`src/rtl/sipo_frame_rx.sv`:
```
// sipo_frame_rx: serial-in/parallel-out shift register with frame assembly.
// Collects WIDTH qualified serial bits in MSB- or LSB-first order. Each
// completed word is published through a one-entry valid/ready buffer, and a
// sticky overrun flag records any completed word that had to be dropped.
module sipo_frame_rx #(
  parameter int WIDTH     = 8,
  parameter bit MSB_FIRST = 1'b1
) (
  input  logic                     clk,
  input  logic                     rst,
  input  logic                     d,
  input  logic                     shift,
  input  logic                     load,
  input  logic [WIDTH-1:0]         pdata,
  output logic [WIDTH-1:0]         q,
  output logic [$clog2(WIDTH)-1:0] count,
  output logic [WIDTH-1:0]         frame,
  output logic                     frame_valid,
  input  logic                     frame_ready,
  output logic                     overrun
);

  localparam int CW = $clog2(WIDTH);
  localparam logic [CW-1:0] LAST_CNT = CW'(WIDTH - 1);

  // Output buffer state: EMPTY means no unconsumed word, FULL means frame is valid.
  localparam logic [0:0] ST_EMPTY = 1'b0;
  localparam logic [0:0] ST_FULL  = 1'b1;

  logic [WIDTH-1:0] q_q, q_d;
  logic [CW-1:0]    count_q, count_d;
  logic [WIDTH-1:0] frame_q, frame_d;
  logic [0:0]       state_q, state_d;
  logic             overrun_q, overrun_d;

  logic             shift_en_s;
  logic [WIDTH-1:0] shifted_s;
  logic             complete_s;
  logic             xfer_s;

  // Shift-register datapath and bit counter; load wins over shift.
  always_comb begin
    shift_en_s = !load && shift;
    if (MSB_FIRST) begin
      shifted_s = {q_q[WIDTH-2:0], d};
    end else begin
      shifted_s = {d, q_q[WIDTH-1:1]};
    end
    // A frame completes only on the shift that consumes the last bit slot.
    complete_s = shift_en_s && (count_q == LAST_CNT);

    q_d     = q_q;
    count_d = count_q;
    if (load) begin
      q_d     = pdata;
      count_d = {CW{1'b0}};
    end else if (shift_en_s) begin
      q_d = shifted_s;
      if (count_q == LAST_CNT) begin
        count_d = {CW{1'b0}};
      end else begin
        count_d = count_q + CW'(1);
      end
    end else begin
      q_d     = q_q;
      count_d = count_q;
    end
  end

  // One-entry output buffer: capture, hand off, or drop with overrun.
  always_comb begin
    xfer_s    = (state_q == ST_FULL) && frame_ready;
    state_d   = state_q;
    frame_d   = frame_q;
    overrun_d = overrun_q;
    case (state_q)
      ST_EMPTY: begin
        if (complete_s) begin
          state_d = ST_FULL;
          frame_d = shifted_s;
        end else begin
          state_d = ST_EMPTY;
        end
      end
      ST_FULL: begin
        if (complete_s && xfer_s) begin
          // Consumer drains the old word on the same edge the new one lands.
          frame_d = shifted_s;
        end else if (complete_s) begin
          overrun_d = 1'b1;
        end else if (xfer_s) begin
          state_d = ST_EMPTY;
        end else begin
          state_d = ST_FULL;
        end
      end
      default: begin
        state_d = ST_EMPTY;
      end
    endcase
  end

  // State registers with synchronous reset that discards any partial frame.
  always_ff @(posedge clk) begin
    if (rst) begin
      q_q       <= {WIDTH{1'b0}};
      count_q   <= {CW{1'b0}};
      frame_q   <= {WIDTH{1'b0}};
      state_q   <= ST_EMPTY;
      overrun_q <= 1'b0;
    end else begin
      q_q       <= q_d;
      count_q   <= count_d;
      frame_q   <= frame_d;
      state_q   <= state_d;
      overrun_q <= overrun_d;
    end
  end

  assign q           = q_q;
  assign count       = count_q;
  assign frame       = frame_q;
  assign frame_valid = (state_q == ST_FULL);
  assign overrun     = overrun_q;

endmodule

```
`config.mk`:
```
export PLATFORM = sky130hd
export DESIGN_NAME = sipo_frame_rx
export DESIGN_NICKNAME = d
export VERILOG_FILES = /design/src/rtl/sipo_frame_rx.sv
export SDC_FILE = /design/constraint.sdc
export NUM_CORES = 1
export LEC_CHECK = 0
export CAP_MARGIN = 40
export CORE_UTILIZATION = 46
export CTS_CLUSTER_SIZE = 30
export DETAILED_ROUTE_END_ITERATION = 10
export GPL_TIMING_DRIVEN = 0
export PLACE_DENSITY_LB_ADDON = 0.25
export SYNTH_ARGS = -nofsm -noshare
export SYNTH_HDL_FRONTEND = slang
export SYNTH_SLANG_ARGS = --single-unit
```
`constraint.sdc`:
```
create_clock -name clk -period 1.9 [get_ports clk]
set_input_delay 0.38 -clock clk [delete_from_list [all_inputs] [get_ports clk]]
set_output_delay 0.38 -clock clk [all_outputs]
set_load 0.01 [all_outputs]
```
[Word-level counts from Yosys, hierarchy flattened]
Cells that the tools add are included.
Word-level totals
  logic and storage cells: 31
  input bits: 14
  output and inout port bits: 21
  register bits after elaboration: 21
Cells by class
  bitwise logic cells: 2
  muxes and demuxes: 11
  eq/ne operators: 3
  reduce and logical (&&, ||, !) cells: 9
  add/subtract/negate cells: 1
Operators by type and width (number)
  $mux W8: 4
  $pmux W8 S2: 1
  $logic_and A1 B1 Y1: 4
  $mux W1: 4
  $add A3 B1 Y3 const B: 1
  $eq A3 B3 Y1 const B: 1
  $mux W3: 1
  $reduce_and A3 Y1: 1
  $ne A2 B1 Y1 const B: 1
  $ne A2 B2 Y1 const B: 1
  $not A1 Y1: 2
  $pmux W1 S2: 1
  $reduce_and A2 Y1: 1
  $reduce_bool A2 Y1: 1
  $reduce_or A2 Y1: 1
  $logic_not A1 Y1: 1

[Longest topological paths before layout]
  depth in word-level cells: 6
  mapped depth: 5
  gate-level depth less buffers: 5

[Worst setup path before layout]
No wires, ideal clock.
  path type: flip-flop to flip-flop
  start point: register count_q[0], in the netlist count[0]
  end point: register frame_q[0], in the netlist frame[0]
  required time: 1828 ps
  path slack: 507 ps
  cell stages (with the launch flop): 6
  path buffers: 0
  library setup time: 72 ps
  arrival time: 1321 ps
  period minus slack after synthesis: 1393 ps
  cells stage by stage: dfxtp_1 ha_1 ha_1 nand3b_1 nor2_8 mux2i_1
Between the ends
  longest elaborated chain between the ends: 5
  elaborated cells on any way between the ends: 6
  those cells by class: eq/ne: 3; reduce/logical: 3
Ends and longest elaborated chain
  start: declaration: line 31  | logic [CW-1:0] count_q, count_d;
  start signal: assignment: line 107  | count_q <= {CW{1'b0}};
  start signal: assignment: line 113  | count_q <= count_d;
  $eq A3 B3 Y1 (*): line 50  | complete_s = shift_en_s && (count_q == LAST_CNT);
  $logic_and A1 B1 Y1 (*): line 50
  $logic_and A1 B1 Y1: line 86  | if (complete_s && xfer_s) begin
  $ne A2 B1 Y1 (no source line)
  $reduce_and A2 Y1 (no source line) (*)
  end signal: assignment: line 108  | frame_q <= {WIDTH{1'b0}};
  end signal: assignment: line 114  | frame_q <= frame_d;
  end: declaration: line 32  | logic [WIDTH-1:0] frame_q, frame_d;
Mark *: on every way between the ends. The rest lies on a longest branch, timed or not.
A chain may end at the register's enable or synchronous reset.

[Final worst setup path]
  start point: register q_q[5], in the netlist q[5]
  end point: output port q[5]
RTL lines
  start: declaration: line 30  | logic [WIDTH-1:0] q_q, q_d;
  start signal: assignment: line 106  | q_q <= {WIDTH{1'b0}};
  start signal: assignment: line 112  | q_q <= q_d;
  end: declaration: line 15  | output logic [WIDTH-1:0] q,
No word-level cell between the ends.

==> impl_metrics.tcl <==
set metrics [dict create \
    status "complete, no violations" \
    htree_levels 1 \
    syn2layout_area_growth_pct 41.0 \
    fin_crit_ps 1630 \
    grt_pass1_wl_mm 3.33 \
    synth_edf_count 0 \
    cts_tree "done" \
    clkTransAtPathRegs_ps 110 \
    report.final.slew_viol_count 0 \
    vias 813 \
    synthTopCellsByArea "dfxtp_1 (44%), mux2i_1 (12%), nand2b_1 (11%), mux2_2 (9.5%), nand2_1 (6.3%)" \
    clk_path_buf_depth 2 \
    grt_util_all_layers 0.215 \
    cp_data_arrival_time_ps 1250 \
    fin_nets 153 \
    ys_warn_count 0 \
    drc 0 \
    post_drt_via_cell_ratio 4.99 \
    cts_sinks 21 \
    drt_wl_total_mm 2.05 \
    drive_gt1_frac 0.0956 \
    yosys-top-cells-count "dfxtp_1 (21), nand2_1 (16), nand2b_1 (16)" \
    max-vdd-ir-drop_mv 0.390 \
    finalCritPeriodShare 0.860 \
    cp_slowest_cell "clkdlybuf4s50_1" \
    hold_viol 0 \
    drtIter0Drc 18 \
    netlist.area_leader.share 0.442 \
    hp-class "reg2reg" \
    cts_resized 0 \
    power.leakage_nw 0.489 \
    powerDensity_nw_per_um2 585 \
    seq_area_frac_synth 0.442 \
    finalClockSkew_ps 8.09 \
    syn_inst 99 \
    start_util 0.485 \
    clock-root-buffer "clkbuf_4" \
    fin_area_um2 1340 \
    antenna_left 0 \
    tns_ps 0 \
    final_cells 163 \
    die_y_um 47.5 \
    cp_num_buf_inv 1 \
    ys_ff_latch 21 \
    first_pass_iters 4 \
    maxSlewHeadroom 0.713 \
    cts_setup_buffers 0 \
    setup_viol 0 \
    worst_pin_slew_ps 431 \
    syn_nets 115 \
    netlist-cell-type-count 17 \
    die_w_um 47.5 \
    cp_cell_sequence "clkdlybuf4s50_1" \
    end_kind "output pin" \
    avgRoutedWirePerCell_um 12.6 \
    required_ps 1520 \
    avgSynthCellArea_um2 9.62 \
    num_antenna_cells 0 \
    crit_fanout 4 \
    dp_hpwl_mm 1.56 \
    clk_latency_ps 290 \
    dieArea_um2 2260 \
    synth_flop_cell "dfxtp_1" \
    grt_max_degree 12 \
    grt_remaining_overflow 0 \
    clkPwrFrac 0.262 \
    gp_congestion 0.746 \
    p_int_mw 0.604 \
    io_buffers 33 \
    grt_pass1_vias 775 \
    ios 35 \
    place_area_um2 1320 \
    dp_cells 159 \
    numCtsBuffers 3 \
    power_frac_comb 0.150 \
    startpoint_type "flop" \
    timing.fmax_mhz 612 \
    path_class "reg2out" \
    slowest_delay_ps 560 \
    switchingPower_mw 0.181 \
    rows 16 \
    fp.coreArea_um2 1960 \
    async_flop_share 0 \
    grt_setup_unrepaired "false" \
    cp_top_family "buffers and inverters" \
    synthesis.area_um2 952 \
    drv_cap 0 \
    cts-hold-fix-buffers 0 \
    antenna_found_initial 0 \
    yosys.area.top_type "dfxtp_1" \
    pwr-share-seq 0.589 \
    synth_most_common_cell "dfxtp_1" \
    power_switching_share 0.231 \
]
registers in the layout (all words and copies together) (netlist names):
name,count
overrun,1
frame_valid,1
count,3
frame,8
q,8
through the flow:
step | worst slack [ps] | util | hold WS, ps | power [mW]
2_1_floorplan | 507 | - | 493 | 0.528
3_3_place_gp | 98.4 | 0.671 | 457 | 0.586
3_5_place_dp | 62.8 | 0.671 | 469 | 0.589
4_1_cts | 264 | 0.684 | 491 | 0.797
5_1_grt | 210 | 0.684 | 508 | 0.829
6_report | 266 | 0.684 | 487 | 0.785
layout make-up:
cell class	count	area (um^2)
multi-input cells	72	502
inverters	1	3.75
plain buffers	5	26.3
repair buffers	33	330
clock buffers	4	26.3
fillers	173	619
well taps	27	33.8
flip-flops and latches	21	420
power groups by stage:
stage / sequential, mW / clock (mW) / combinational (mW)
finish: 0.462 / 0.205 / 0.117
global route: 0.464 / 0.236 / 0.129
CTS: 0.462 / 0.217 / 0.118
detailed placement: 0.472 / 0 / 0.118
global placement: 0.472 / 0 / 0.114
floorplan: 0.475 / 0 / 0.0528
cell families after synthesis:
kind of cell	after synthesis	synth area share
flip-flops	21	0.442
adder cells (fa/ha/maj)	2	0.0263
buffers and inverters	6	0.0315
AND/OR/NAND/NOR	41	0.233
multiplexers	19	0.210
AO/OA/AOI/OAI	10	0.0578
final timing paths:
| path | from | end | slack, ps | cells after the start |
|---|---|---|---|---|
| setup / recovery | q[5] | q[5] | 270 | 1 |
| hold / removal | frame[0] | frame[0] | 490 | 2 |
| setup reg to reg | count[0] | frame[3] | 370 | 5 |
| hold reg to reg | frame[0] | frame[0] | 490 | 2 |
routing by layer:
metal  share of wire  GRT usage
met1            0.42      0.267
met5               0          0
met4           0.022      0.114
met3           0.036     0.0340
met2            0.52      0.356
worst min-delay path, delay by kind of cell, from the launching register on:
family           cells  cell delay (ps)
DFF                  1              330
and+or+nand+nor      1               60
muxes                1               60
placed cells by master (no fill, tap or decap), drive strengths merged:
master	netlist	routed
buf	1	1
nor3	3	3
dfxtp	21	21
clkinv	1	1
a21oi	8	8
clkdlybuf4s50	0	33
nand2	16	16
ha	2	2
nand2b	16	16
and2b	1	1
nor2	4	4
mux2	8	8
a41oi	1	1
a31oi	1	1
nand3b	1	1
clkbuf	4	8
mux2i	11	11
(Power assumes the default switching activity.)
